## src/rtl/mul_seq_pkg.sv

```systemverilog
// mul_seq_pkg: shared opcode and FSM state encodings for the multiply sequencer
package mul_seq_pkg;
  localparam logic [3:0] INST_MUL = 4'h5;
  localparam int MUL_WIDTH = 16;
  typedef enum logic [1:0] {
    MUL_IDLE = 2'd0,
    MUL_RUN  = 2'd1,
    MUL_DONE = 2'd2
  } mul_state_t;
endpackage

```

## src/rtl/mul_seq_if.sv

```systemverilog
// mul_seq_if: decode-side request and writeback bundle of the multiply sequencer
interface mul_seq_if #(parameter int WIDTH = 16);
  logic start;
  logic flush;
  logic [WIDTH-1:0] opA;
  logic [WIDTH-1:0] opB;
  logic [3:0] rdIdx;
  logic stall;
  logic busy;
  logic wbEn;
  logic [3:0] wbIdx;
  logic [WIDTH-1:0] result;
  logic [WIDTH-1:0] resultHi;
  logic zFlag;
  modport master (
    output start, flush, opA, opB, rdIdx,
    input stall, busy, wbEn, wbIdx, result, resultHi, zFlag
  );
  modport slave (
    input start, flush, opA, opB, rdIdx,
    output stall, busy, wbEn, wbIdx, result, resultHi, zFlag
  );
endinterface

```

## src/rtl/mul_dp.sv

```systemverilog
// mul_dp: shift-add datapath (acc/mcand/mplr); MUL_EARLY_TERM_EN adds the mplr_empty flag
module mul_dp #(
  parameter int WIDTH = 16
) (
  input  logic               clk,
  input  logic               reset,
  input  logic               load,
  input  logic               step,
  input  logic [WIDTH-1:0]   op_a,
  input  logic [WIDTH-1:0]   op_b,
`ifdef MUL_EARLY_TERM_EN
  output logic               mplr_empty,
`endif
  output logic [2*WIDTH-1:0] acc
);
  logic [2*WIDTH-1:0] mcand;
  logic [WIDTH-1:0]   mplr;
`ifdef MUL_EARLY_TERM_EN
  // multiplier is exhausted once the bits left after this cycle's shift are all zero
  assign mplr_empty = mplr[WIDTH-1:1] == '0;
`endif
  always_ff @(posedge clk) begin
    if (reset) begin
      acc   <= '0;
      mcand <= '0;
      mplr  <= '0;
    end else if (load) begin
      acc   <= '0;
      mcand <= {{WIDTH{1'b0}}, op_a};
      mplr  <= op_b;
    end else if (step) begin
      if (mplr[0]) acc <= acc + mcand;
      mcand <= mcand << 1;
      mplr  <= mplr >> 1;
    end
  end
endmodule

```

## src/rtl/mul_seq.sv

```systemverilog
// mul_seq: radix-2 multiply sequencer with stall/flush/writeback; MUL_EARLY_TERM_EN enables early exit
module mul_seq import mul_seq_pkg::*; #(
  parameter int WIDTH = 16,
  parameter int CNT_W = 5
) (
  input logic      clk,
  input logic      reset,
  mul_seq_if.slave bus
);
  mul_state_t         state, state_nx;
  logic [CNT_W-1:0]   cnt;
  logic [3:0]         wb_idx;
  logic [2*WIDTH-1:0] acc;
  logic               accept, last;
`ifdef MUL_EARLY_TERM_EN
  logic mplr_empty;
  assign last = cnt == CNT_W'(WIDTH - 1) || mplr_empty;
`else
  assign last = cnt == CNT_W'(WIDTH - 1);
`endif
  mul_dp #(.WIDTH(WIDTH)) dp (
    .clk        (clk),
    .reset      (reset),
    .load       (accept),
    .step       (state == MUL_RUN),
    .op_a       (bus.opA),
    .op_b       (bus.opB),
`ifdef MUL_EARLY_TERM_EN
    .mplr_empty (mplr_empty),
`endif
    .acc        (acc)
  );
  always_comb begin
    accept   = bus.start && !bus.flush && (state == MUL_IDLE || state == MUL_DONE);
    state_nx = bus.flush ? MUL_IDLE :
               accept ? MUL_RUN :
               state == MUL_RUN ? (last ? MUL_DONE : MUL_RUN) : MUL_IDLE;
  end
  always_ff @(posedge clk) begin
    if (reset) begin
      state  <= MUL_IDLE;
      cnt    <= '0;
      wb_idx <= '0;
    end else begin
      state <= state_nx;
      if (accept) begin
        cnt    <= '0;
        wb_idx <= bus.rdIdx;
      end else if (state == MUL_RUN) begin
        cnt <= cnt + 1'b1;
      end
    end
  end
  assign bus.busy     = state == MUL_RUN;
  assign bus.stall    = accept || bus.busy;
  assign bus.wbEn     = state == MUL_DONE && !bus.flush;
  assign bus.wbIdx    = wb_idx;
  assign bus.result   = acc[WIDTH-1:0];
  assign bus.resultHi = acc[2*WIDTH-1:WIDTH];
  assign bus.zFlag    = bus.wbEn && acc[WIDTH-1:0] == '0;
endmodule

```

## src/flat_wrapper.sv

```systemverilog
// flat-port wrapper written by rule: the top's interface ports become plain ports
module mul_seq_flat import mul_seq_pkg::*;
#(
  parameter int WIDTH = 16,
  parameter int CNT_W = 5
)
  (clk, reset, bus_start, bus_flush, bus_opA, bus_opB, bus_rdIdx, bus_stall, bus_busy, bus_wbEn, bus_wbIdx, bus_result, bus_resultHi, bus_zFlag);
  mul_seq_if #(.WIDTH(WIDTH)) bus_i ();
  input logic clk;
  input logic reset;
  input wire logic [$bits(bus_i.start)-1:0] bus_start;
  input wire logic [$bits(bus_i.flush)-1:0] bus_flush;
  input wire logic [$bits(bus_i.opA)-1:0] bus_opA;
  input wire logic [$bits(bus_i.opB)-1:0] bus_opB;
  input wire logic [$bits(bus_i.rdIdx)-1:0] bus_rdIdx;
  output wire logic [$bits(bus_i.stall)-1:0] bus_stall;
  output wire logic [$bits(bus_i.busy)-1:0] bus_busy;
  output wire logic [$bits(bus_i.wbEn)-1:0] bus_wbEn;
  output wire logic [$bits(bus_i.wbIdx)-1:0] bus_wbIdx;
  output wire logic [$bits(bus_i.result)-1:0] bus_result;
  output wire logic [$bits(bus_i.resultHi)-1:0] bus_resultHi;
  output wire logic [$bits(bus_i.zFlag)-1:0] bus_zFlag;
  assign bus_i.start = bus_start;
  assign bus_i.flush = bus_flush;
  assign bus_i.opA = bus_opA;
  assign bus_i.opB = bus_opB;
  assign bus_i.rdIdx = bus_rdIdx;
  assign bus_stall = bus_i.stall;
  assign bus_busy = bus_i.busy;
  assign bus_wbEn = bus_i.wbEn;
  assign bus_wbIdx = bus_i.wbIdx;
  assign bus_result = bus_i.result;
  assign bus_resultHi = bus_i.resultHi;
  assign bus_zFlag = bus_i.zFlag;
  mul_seq #(.WIDTH(WIDTH), .CNT_W(CNT_W)) u_core (.clk(clk), .reset(reset), .bus(bus_i));
endmodule
```

## config.mk

```make
export PLATFORM = sky130hd
export DESIGN_NAME = mul_seq_flat
export DESIGN_NICKNAME = d
export VERILOG_FILES = /design/src/rtl/mul_seq_pkg.sv /design/src/rtl/mul_seq_if.sv /design/src/rtl/mul_dp.sv /design/src/rtl/mul_seq.sv /design/src/flat_wrapper.sv
export SDC_FILE = /design/constraint.sdc
export NUM_CORES = 1
export LEC_CHECK = 0
export ABC_AREA = 1
export ABC_CLOCK_PERIOD_IN_PS = 5200
export CAP_MARGIN = 10
export CORE_MARGIN = 2
export CORE_UTILIZATION = 61
export DETAILED_ROUTE_END_ITERATION = 7
export PLACE_DENSITY = 0.87
export SLEW_MARGIN = 20
export SYNTH_ARGS = -nofsm -noshare
export SYNTH_HDL_FRONTEND = slang
export SYNTH_HIERARCHICAL = 1
export SYNTH_SLANG_ARGS = --single-unit
```

## constraint.sdc

```tcl
create_clock -name clk -period 5.2 [get_ports clk]
set_clock_uncertainty 0.05 [all_clocks]
set_input_delay 0.52 -clock clk [delete_from_list [all_inputs] [get_ports clk]]
set_output_delay 0.52 -clock clk [all_outputs]
set_load 0.01 [all_outputs]
```

==> results of run 1 <==
-- metrics by stage --
| step | setup WS, ns | total power [mW] |
|---|---|---|
| after CTS | 2.28 | 1.44 |
| after global routing | 2.01 | 1.48 |
| after floorplan | 3.32 | 0.831 |
| after global placement | 2.41 | 0.889 |
| final | 2.32 | 1.43 |
| after detailed placement | 2.31 | 0.891 |
-- logic make-up (layout without fill, tap and decap cells) --
family / after synthesis / count (layout) / synth area share
AO/OA/AOI/OAI: 138 / 138 / 0.128
flip-flops: 91 / 91 / 0.291
adder cells (fa/ha/maj): 34 / 34 / 0.0691
XOR/XNOR: 15 / 15 / 0.0210
AND/OR/NAND/NOR: 500 / 500 / 0.340
buffers and inverters: 244 / 317 / 0.151
-- Yosys cell counts, drive strengths merged --
cell type,instances,area share
a21o,2,0.0024
a21oi,43,0.035
a22oi,7,0.0084
a31oi,1,0.0010
and2,2,0.0020
buf,13,0.012
clkbuf,11,0.0066
clkinv,2,0.0012
dfxtp,91,0.29
fa,1,0.0032
ha,33,0.066
inv,218,0.13
nand2,349,0.22
nand3,60,0.053
nand4,4,0.0040
nor2,77,0.053
nor3,4,0.0048
o211ai,7,0.0084
o21ai,54,0.043
o21bai,19,0.023
o221ai,5,0.0070
or2,4,0.0044
xnor2,2,0.0028
xor2,13,0.018
-- cells in the final DEF, fill, tap and decap left out, types with 8 or more instances in the layout --
master / netlist / layout
ha_1: 33 / 33
dfxtp_1: 91 / 91
nor2_1: 67 / 67
nand2_1: 330 / 330
inv_1: 208 / 208
clkdlybuf4s50_1: 0 / 79
o21ai_0: 54 / 54
xor2_1: 13 / 13
inv_2: 9 / 9
nand3_1: 55 / 55
nor2_2: 8 / 8
clkbuf_8: 0 / 9
o21bai_1: 19 / 19
a21oi_1: 42 / 42
nand2_2: 17 / 17
-- worst reg2reg max path, stage by stage (launching register included) --
cell	delay, ns
dfxtp_1	0.37
nand2_2	0.13
inv_2	0.41
nand2_1	0.52
inv_1	0.59
buf_4	0.39
o21ai_0	0.13
o21bai_1	0.18
inv_1	0.07
-- worst paths after layout --
path / start / to / slack (ns)
setup / recovery: u_core/state[0]$_SDFF_PP0_ / u_core/dp/acc[10]$_SDFFE_PP0P_ / 2.32
hold / removal: u_core/dp/mplr[15]$_SDFFE_PP0P_ / u_core/dp/mplr[15]$_SDFFE_PP0P_ / 0.42
setup reg to reg: u_core/state[0]$_SDFF_PP0_ / u_core/dp/acc[10]$_SDFFE_PP0P_ / 2.32
hold reg to reg: u_core/dp/mplr[15]$_SDFFE_PP0P_ / u_core/dp/mplr[15]$_SDFFE_PP0P_ / 0.42
-- per-layer routing --
layer  routed length, um  vias to the layer above  track usage
li1                    -                     3265            -
met1                7080                     2788        0.389
met2                6960                      191        0.474
met3                1060                       22       0.0631
met4                 207                        0       0.0695
met5                   0                        -            0
-- flip-flops by register name (all words and copies together), names as in the netlist --
| register | count |
|---|---|
| u_core/cnt | 5 |
| u_core/dp/mplr | 16 |
| u_core/state | 2 |
| u_core/dp/mcand | 32 |
| u_core/bus.wbIdx | 4 |
| u_core/dp/acc | 32 |
-- where the power goes --
part	total, mW	switching, mW	internal, mW
registers	0.728	0.0128	0.715
logic	0.150	0.0822	0.0674
clock network	0.550	0.273	0.277
total	1.43	0.368	1.06
-- layout make-up --
type / instances / area [um^2] / area share
clock buffer: 10 / 128 / 0.0174
timing repair buffer: 81 / 806 / 0.110
clock inverter: 6 / 95.1 / 0.0130
tap: 133 / 166 / 0.0227
inverter: 220 / 828 / 0.113
multi-input combinational: 687 / 3490 / 0.476
sequential: 91 / 1820 / 0.248
==> results by group, run 1 <==
Clocking
  – Cts hold-fix bufs: 0
  – Max clock buf depth: 2
  – Worst-path clk slew: 0.10 ns
  – H-Tree Depth: 3
  – TritonCTS clock tree: built
  – Post-CTS sizing: 0
  – Clock tree root driver cell: clkbuf_8
  – # clock sinks: 91
  – TritonCTS buffer count: 9
  – Post-CTS Setup Bufs: 0
  – Clk Latency, worst-skew pair: 0.38 ns

Timing
  – Setup violators final: 0
  – Min Tclk post-route: between 2 and 3 ns
  – Hold Slack: about 0.42 ns
  – Setup_tns: 0 ns
  – Slew Viols, Final: 0
  – Actual slew at the worst max-slew pin: about 0.76 ns
  – Period utilization: 0.554
  – Rel. slew slack: 0.487
  – Fin. Hold Viols: 0
  – RSZ-0062 raised after global routing: false
  – Achievable Freq: approximately 350 MHz

Drt
  – Vias per cell: a little over 5
  – Initial DRC count: 336
  – DR pass1 iterations: 5
  – Via Count: 6266
  – Final WL: about 15 mm
  – WL/cell: ~12 um
  – # DRC: 0
  – Post-route antenna net violation count: 0

Cells and area
  – ANT cells: 0
  – Layout cell share with drive strength beyond 1: 0.0621
  – Final core utilization: 0.744
  – Area delta synth->final: 17.2%
  – Final nets: ~1200
  – Non-Filler Cell Area, Final: roughly 7300 um^2
  – Fin cells: 1228
  – Filler Cells Inserted: 794

Synthesis
  – Seq/Total Area, Yosys: 0.291
  – Mapped Avg Cell Area: 6.13 um^2
  – Post-synth net total: between 1000 and 1500
  – Cell Area, Synth: around 6300 um^2
  – Yosys warnings: 6
  – Post-synthesis instance total: 1022
  – Yosys cell types: 39
  – Yosys reg bits: 91

Placement
  – DP Wirelength: 11.9 mm
  – Area of placed instances: a little over 7000 um^2
  – IO buf count: 79
  – Routability Congestion: approximately 1
  – Placed cells: 1212

Job
  – Max-cap violations: 0

Worst setup path
  – Critical path class: register to register
  – Largest stage delay on the critical path: a little under 0.6 ns
  – Crit-path leading delay family: buffers and inverters
  – WP data arrival: between 3 and 4 ns
  – CP Cell Sequence: nand2_2 -> inv_2 -> nand2_1 -> inv_1 -> buf_4 -> o21ai_0 -> o21bai_1 -> inv_1
  – CP max FO: 29
  – Slowest-stage cell, CP: inv_1
  – Worst Setup End Kind: register
  – Crit start category: register
  – R2r worst-path depth: 8
  – Most frequent CP cell: inv_1
  – WP buf/inv: 4
  – Worst endpoint required time: 5.48 ns
  – WP depth: 8

Die
  – # rows: 36
  – Core ar.: around 9900 um^2
  – Num ports: 80
  – Initial Utilization: 0.635
  – Die width: approximately 110 um
  – Die Ht: roughly 110 um
  – Die Footprint: 11100 um^2

GRT
  – Largest net degree at the start of global routing: 41
  – Initial antenna violation count: 0
  – Total track usage: 0.290
  – Vias in the first global route: slightly below 6000
  – First-pass GRT wire length: around 26 mm
  – Global route overflow: 0

Hold path
  – Worst Hold Path Cells: 2
  – Hold Crit Class: register to register

Status
  – Status: finished, final reports clean

Power
  – Cell Pwr Density: about 200 nW/um^2
  – Peak VDD IR: ~0.00024 V
  – Leak: roughly 4 nW
Note: power is estimated with default switching activity, not from simulation.
==> run 2: changes to the inputs <==
--- a/config.mk
+++ b/config.mk
@@ -6,12 +6,12 @@
 export NUM_CORES = 1
 export LEC_CHECK = 0
 export ABC_AREA = 1
-export ABC_CLOCK_PERIOD_IN_PS = 5200
+export ABC_CLOCK_PERIOD_IN_PS = 2830
 export CAP_MARGIN = 10
 export CORE_MARGIN = 2
-export CORE_UTILIZATION = 61
+export CORE_UTILIZATION = 57
 export DETAILED_ROUTE_END_ITERATION = 7
-export PLACE_DENSITY = 0.87
+export PLACE_DENSITY = 0.82
 export SLEW_MARGIN = 20
 export SYNTH_ARGS = -nofsm -noshare
 export SYNTH_HDL_FRONTEND = slang
==> constraint.sdc (replaced) <==
create_clock -name clk -period 2.83 [get_ports clk]
set_clock_uncertainty 0.05 [all_clocks]
set_input_delay 0.283 -clock clk [delete_from_list [all_inputs] [get_ports clk]]
set_output_delay 0.283 -clock clk [all_outputs]
set_load 0.01 [all_outputs]
==> results by group, run 2 (same netlist as run 1, synthesis figures left out) <==
Timing
  – Min Tclk post-route: 2.29 ns
  – Rel. slew slack: 0.702 (+0.215)
  – Fin. Hold Viols: 0 (unchanged)
  – Period utilization: 0.810
  – Setup violators final: 0 (unchanged)
  – Achievable Freq: approximately 440 MHz
  – Slew Viols, Final: 0 (unchanged)
  – Actual slew at the worst max-slew pin: 0.443 ns (-0.322 ns)
  – Setup_tns: 0 ns (unchanged)
  – RSZ-0062 raised after global routing: false
  – Setup ws final: 0.539 ns (-1.78 ns)

Power
  – Leak: 4.02 nW (+0.77%)
  – Reg power frac: 0.505 (-0.005)
  – P_int: 1.95 mW (+84%)
  – Clock Power Share: 0.389 (+0.004)
  – Comb power frac: 0.105 (about the same)
  – Sw power: 692 uW (+88%)
  – Pwr Total: 2.65 mW (+85%)
  – Peak VDD IR: 0.000457 V (+93%)
  – Switching share of power: 0.262 (+0.00396)
  – Cell Pwr Density: 358 nW/um^2 (+84%)

Worst setup path
  – WP data arrival: 1.96 ns (-1.21 ns)
  – Worst reg2reg path startpoint: u_core/dp/acc[0]$_SDFFE_PP0P_
  – CP startpoint: u_core/state[0]$_SDFF_PP0_
  – Worst Setup End Kind: primary output
  – Worst endpoint required time: 2.50 ns (-2.98 ns)
  – Crit path capture: bus_busy
  – R2r worst-path depth: 12 (+4)
  – CP max FO: 23 (-21%)
  – FF-to-FF setup slack: 0.70 ns (-1.62 ns)
  – Critical path class: register to primary output
  – R2r endpoint: u_core/dp/acc[20]$_SDFFE_PP0P_
  – Crit start category: register

Cells and area
  – Commonest non-fill, non-tap cells in the layout: nand2_1 (330), inv_1 (208), dfxtp_1 (91), clkdlybuf4s50_1 (79), nor2_1 (67)
  – Area delta synth->final: 18.2%
  – Fin cells: 1241 (+1.1%)
  – Layout cell share with drive strength beyond 1: 0.0681 (+0.00602)
  – Filler Cells Inserted: 979 (+23%)
  – ANT cells: 0 (unchanged)
  – Biggest regs: u_core/dp/acc x32, u_core/dp/mcand x32, u_core/dp/mplr x16
  – Most common cell after layout, fill and taps aside: nand2_1
  – Final nets: 1170 (+0.52%)

Clocking
  – Max clock buf depth: 2 (unchanged)
  – Cts hold-fix bufs: 0 (unchanged)
  – Clk Latency, worst-skew pair: 0.38 ns (about the same)
  – H-Tree Depth: 3 (unchanged)
  – Post-CTS sizing: 0 (unchanged)
  – Post-CTS Setup Bufs: 0 (unchanged)
  – # clock sinks: 91 (unchanged)
  – TritonCTS clock tree: built
  – Worst-path clk slew: 0.10 ns (about the same)
  – TritonCTS buffer count: 9 (unchanged)
  – Clock tree root driver cell: clkbuf_8

Placement
  – Routability Congestion: 0.944 (-5.4%)
  – Placed cells: 1225 (+1.1%)
  – DP Wirelength: 12.1 mm (+2.0%)
  – IO buf count: 79 (unchanged)
  – DP Worst Slack: 0.596 ns (-1.72 ns)

GRT
  – Total track usage: 0.279 (-0.0107)
  – First-pass GRT wire length: 26.0 mm (-0.89%)
  – Initial antenna violation count: 0 (unchanged)
  – Global route overflow: 0 (unchanged)
  – Vias in the first global route: 5586 (-4.1%)
  – Largest net degree at the start of global routing: 41 (unchanged)

Drt
  – WL/cell: 12.6 um (+1.1%)
  – DR pass1 iterations: 7 (+2)
  – Initial DRC count: 435 (+29%)
  – Final WL: 15.7 mm (+2.2%)
  – Post-route antenna net violation count: 0 (unchanged)
  – Via Count: 6264 (-0.032%)
  – # DRC: 0 (unchanged)
  – Vias per cell: 5.05 (-1.1%)

Die
  – # rows: 38 (+5.6%)
  – Core ar.: 10800 um^2 (+9.4%)
  – Die Footprint: 11800 um^2 (+6.7%)
  – Die Ht: 109 um (+3.3%)
  – Num ports: 80 (unchanged)
  – Die width: 109 um (+3.3%)
  – Initial Utilization: 0.580 (-0.0546)

Job
  – Max-cap violations: 0 (unchanged)

Status
  – Status: finished, final reports clean

Hold path
  – Hold Crit Class: input port to register
## run 2: cell count changes in the layout (fill, tap and decap cells not counted)
cell and delta:
buf_4 +6, clkinvlp_4 +1, clkbuf_1 -1, clkinv_4 -1, inv_8 +1
## run 2: worst max-delay path: stages, from the launching register on
cell and delay, ns:
dfxtp_1 0.38, nand2_2 0.15, inv_2 0.17, buf_4 0.29
clkdlybuf4s50_1 0.59
## run 2: worst min path at each step
stage	startpoint	endpoint	slack [ns]	depth (start not counted)
floorplan	reset	u_core/dp/mcand[0]$_SDFFE_PP0P_	0.30	1
global placement	u_core/dp/mplr[15]$_SDFFE_PP0P_	u_core/dp/mplr[15]$_SDFFE_PP0P_	0.40	2
detailed placement	u_core/dp/mplr[15]$_SDFFE_PP0P_	u_core/dp/mplr[15]$_SDFFE_PP0P_	0.40	2
CTS	bus_opB[15]	u_core/dp/mplr[15]$_SDFFE_PP0P_	0.39	3
global route	bus_opB[15]	u_core/dp/mplr[15]$_SDFFE_PP0P_	0.42	3
finish	bus_opB[15]	u_core/dp/mplr[15]$_SDFFE_PP0P_	0.41	3
## run 2: power groups by stage
stage | registers (mW) | clock network, mW | logic (mW)
after floorplan | 1.36 | 0 | 0.165
after global placement | 1.37 | 0 | 0.274
after detailed placement | 1.37 | 0 | 0.276
after CTS | 1.34 | 1.05 | 0.278
after global routing | 1.34 | 1.09 | 0.310
final | 1.34 | 1.03 | 0.278
## run 2: cell type report
cell class,instances,area [um^2],share of cell area
Timing Repair Buffer,87,851,0.115
Tap cell,140,175,0.0237
Sequential cell,91,1820,0.246
Inverter,220,828,0.112
Multi-Input combinational cell,687,3490,0.472
Clock inverter,7,105,0.0142
Clock buffer,9,124,0.0167
## run 2: per-stage QoR
stage | instance area [um^2] | hold WS, ns | utilization
after floorplan | 6260 | 0.302 | -
after global placement | 7170 | 0.399 | 0.664
after detailed placement | 7170 | 0.403 | 0.664
after CTS | 7400 | 0.391 | 0.686
after global routing | 7400 | 0.417 | 0.686
final | 7400 | 0.411 | 0.686
## run 2: metal layers
metal  track usage  wire, um  vias to the layer above
li1              -         -                     3278
met3        0.0400       957                       21
met2         0.454      7030                      184
met1         0.383      7400                     2781
met5             0         0                        -
met4        0.0852       262                        0
==> run 3: changes to the inputs <==
--- a/config.mk
+++ b/config.mk
@@ -6,12 +6,12 @@
 export NUM_CORES = 1
 export LEC_CHECK = 0
 export ABC_AREA = 1
-export ABC_CLOCK_PERIOD_IN_PS = 2830
+export ABC_CLOCK_PERIOD_IN_PS = 2000
 export CAP_MARGIN = 10
 export CORE_MARGIN = 2
-export CORE_UTILIZATION = 57
+export CORE_UTILIZATION = 51
 export DETAILED_ROUTE_END_ITERATION = 7
-export PLACE_DENSITY = 0.82
+export PLACE_DENSITY = 0.77
 export SLEW_MARGIN = 20
 export SYNTH_ARGS = -nofsm -noshare
 export SYNTH_HDL_FRONTEND = slang
==> constraint.sdc (replaced) <==
create_clock -name clk -period 2 [get_ports clk]
set_clock_uncertainty 0.05 [all_clocks]
set_input_delay 0.2 -clock clk [delete_from_list [all_inputs] [get_ports clk]]
set_output_delay 0.2 -clock clk [all_outputs]
set_load 0.01 [all_outputs]
==> results by group, run 3 (same netlist as run 1, synthesis figures left out) <==
Status
  – Status: finished, final reports clean

Power
  – Pwr Total: 3.95 mW (+49%)
  – Clock Power Share: 0.413 (+0.024)
  – Comb power frac: 0.108 (+0.003)
  – Peak VDD IR: 0.000506 V (+11%)
  – P_int: 2.92 mW (+49%)
  – Sw power: 1.03 mW (+49%)
  – Cell Pwr Density: 506 nW/um^2 (+42%)
  – Reg power frac: 0.479 (-0.026)
  – Leak: 4.22 nW (+5.2%)
  – Switching share of power: 0.261 (-0.000312)

Worst setup path
  – Critical path class: register to primary output
  – Worst reg2reg path startpoint: u_core/dp/mcand[12]$_SDFFE_PP0P_
  – Crit start category: register
  – CP Cell Sequence: inv_1 -> nand2_4 -> inv_4 -> buf_4 -> clkdlybuf4s50_1
  – WP data arrival: 1.66 ns (-0.30 ns)
  – R2r worst-path depth: 10 (-2)
  – WP depth: 5 (+1)
  – Worst endpoint required time: 1.75 ns (-0.75 ns)
  – Crit-path leading delay family: buffers and inverters
  – R2r endpoint: u_core/dp/acc[15]$_SDFFE_PP0P_
  – WP buf/inv: 4 (+1)
  – CP startpoint: u_core/state[1]$_SDFF_PP0_
  – Slowest-stage cell, CP: clkdlybuf4s50_1
  – CP max FO: 9 (-61%)
  – FF-to-FF setup slack: 0.12 ns (-0.58 ns)
  – Largest stage delay on the critical path: 0.54 ns (-0.05 ns)
  – Worst Setup End Kind: primary output
  – Crit path capture: bus_busy

Clocking
  – TritonCTS clock tree: built
  – Worst-path clk slew: 0.07 ns (-0.03 ns)
  – Clk Latency, worst-skew pair: 0.35 ns (-0.03 ns)
  – # clock sinks: 91 (unchanged)
  – Cts hold-fix bufs: 0 (unchanged)
  – TritonCTS buffer count: 9 (unchanged)
  – Clock tree root driver cell: clkbuf_16
  – H-Tree Depth: 3 (unchanged)
  – Max clock buf depth: 2 (unchanged)

GRT
  – First-pass GRT wire length: 27.8 mm (+6.8%)
  – Largest net degree at the start of global routing: 41 (unchanged)
  – Global route overflow: 0 (unchanged)
  – Initial antenna violation count: 0 (unchanged)
  – Vias in the first global route: 5885 (+5.4%)
  – Total track usage: 0.264 (-0.0145)

Drt
  – Post-route antenna net violation count: 0 (unchanged)
  – DR pass1 iterations: 5 (-2)
  – # DRC: 0 (unchanged)
  – WL/cell: 13.1 um (+3.6%)
  – Final WL: 16.7 mm (+6.4%)
  – Via Count: 6327 (+1.0%)
  – Initial DRC count: 413 (-5.1%)
  – Vias per cell: 4.96 (-1.7%)

Cells and area
  – ANT cells: 0 (unchanged)
  – Layout cell share with drive strength beyond 1: 0.112 (+0.0436)
  – Fin cells: 1275 (+2.7%)
  – Biggest regs: u_core/dp/acc x32, u_core/dp/mcand x32, u_core/dp/mplr x16
  – Area delta synth->final: 24.6%
  – Final nets: 1197 (+2.3%)
  – Non-Filler Cell Area, Final: 7800 um^2 (+5.4%)
  – Commonest non-fill, non-tap cells in the layout: nand2_1 (326), inv_1 (208), dfxtp_1 (88), clkdlybuf4s50_1 (78), nor2_1 (65)
  – Most common cell after layout, fill and taps aside: nand2_1
  – Filler Cells Inserted: 1118 (+14%)

Die
  – Num ports: 80 (unchanged)
  – Die Ht: 115 um (+5.5%)
  – # rows: 40 (+5.3%)
  – Die Footprint: 13200 um^2 (+11%)
  – Die width: 115 um (+5.5%)
  – Core ar.: 12000 um^2 (+11%)
  – Initial Utilization: 0.521 (-0.0589)

Placement
  – Placed cells: 1258 (+2.7%)
  – Area of placed instances: 7410 um^2 (+3.4%)
  – Routability Congestion: 0.992 (+5.1%)
  – DP Wirelength: 12.7 mm (+5.0%)
  – IO buf count: 79 (unchanged)

Timing
  – Rel. slew slack: 0.786 (+0.0837)
  – RSZ-0062 raised after global routing: true
  – Period utilization: 0.957
  – Slew Viols, Final: 0 (unchanged)
  – Actual slew at the worst max-slew pin: 0.320 ns (-0.123 ns)
  – Fin. Hold Viols: 0 (unchanged)
  – Achievable Freq: between 500 and 600 MHz
  – Setup violators final: 0 (unchanged)
  – Min Tclk post-route: roughly 1.9 ns

Hold path
  – Hold Crit Class: input port to register
  – Worst Hold Path Cells: 3 (unchanged)

Job
  – Max-cap violations: 0 (unchanged)
[run 3: changes by cell type in the layout (fill, tap and decap cells not counted), moves of 3 or more]
cell | before | now
buf_4 | 8 | 32
clkbuf_16 | 0 | 9
clkbuf_8 | 9 | 0
ha_1 | 33 | 26
ha_2 | 0 | 5
nand3_1 | 55 | 50
nand3_2 | 4 | 9
nand2_1 | 330 | 326
a21oi_1 | 42 | 39
a21oi_2 | 1 | 4
buf_12 | 0 | 3
dfxtp_1 | 91 | 88
dfxtp_2 | 0 | 3
[run 3: worst min-delay path, delay by kind of cell]
kind / cells / cell delay [ns]
buffers and inverters: 1 / 0.41
AND/OR/NAND/NOR: 1 / 0.07
AO/OA/AOI/OAI: 1 / 0.06
[run 3: what timing repair did]
item,4_1_cts,5_1_grt
buffers inserted,0,1
pin swaps,0,1
endpoints found under the hold margin,0,0
cloned,0,0
setup endpoints to repair,2,17
resized for setup,2,27
[run 3: how the worst min path moves through the flow]
| stage | from | end | slack (ns) |
|---|---|---|---|
| floorplan | reset | u_core/dp/mcand[0]$_SDFFE_PP0P_ | 0.22 |
| global route | bus_opB[15] | u_core/dp/mplr[15]$_SDFFE_PP0P_ | 0.39 |
| CTS | bus_opB[15] | u_core/dp/mplr[15]$_SDFFE_PP0P_ | 0.37 |
| finish | bus_opB[15] | u_core/dp/mplr[15]$_SDFFE_PP0P_ | 0.38 |
| global placement | u_core/dp/mplr[15]$_SDFFE_PP0P_ | u_core/dp/mplr[15]$_SDFFE_PP0P_ | 0.40 |
| detailed placement | u_core/dp/mplr[15]$_SDFFE_PP0P_ | u_core/dp/mplr[15]$_SDFFE_PP0P_ | 0.41 |
[run 3: power by group through the flow]
stage               clock (mW)  sequential (mW)  combinational [mW]
finish                    1.63             1.89               0.427
global placement             0             1.93               0.411
global route              1.74             1.90               0.475
floorplan                    0             1.93               0.233
CTS                       1.67             1.89               0.419
detailed placement           0             1.93               0.416
[run 3: routing by layer]
| metal | share of wire | global-route usage | vias up |
|---|---|---|---|
| met5 | 0 | 0 | - |
| met3 | 0.064 | 0.0459 | 31 |
| met4 | 0.025 | 0.0876 | 0 |
| met1 | 0.46 | 0.356 | 2785 |
| li1 | - | - | 3320 |
| met2 | 0.45 | 0.432 | 191 |
[run 3: layout make-up]
class                           count  area (um^2)  share of cell area
Tap cell                          147          184              0.0236
Sequential cell                    91         1830               0.234
Timing Repair Buffer              114         1090               0.140
Clock buffer                       10          229              0.0293
Inverter                          220          831               0.106
Multi-Input combinational cell    687         3600               0.461
Clock inverter                      6         47.5             0.00609
[run 3: stage by stage]
step / worst slack (ns) / TNS [ns] / util / hold slack [ns]
floorplan: 0.122 / 0 / - / 0.219
global placement: 0.0957 / 0 / 0.617 / 0.399
detailed placement: 0.0603 / 0 / 0.617 / 0.408
CTS: 0.0220 / 0 / 0.640 / 0.367
global route: -0.0345 / -0.0634 / 0.650 / 0.385
finish: 0.0870 / 0 / 0.650 / 0.381
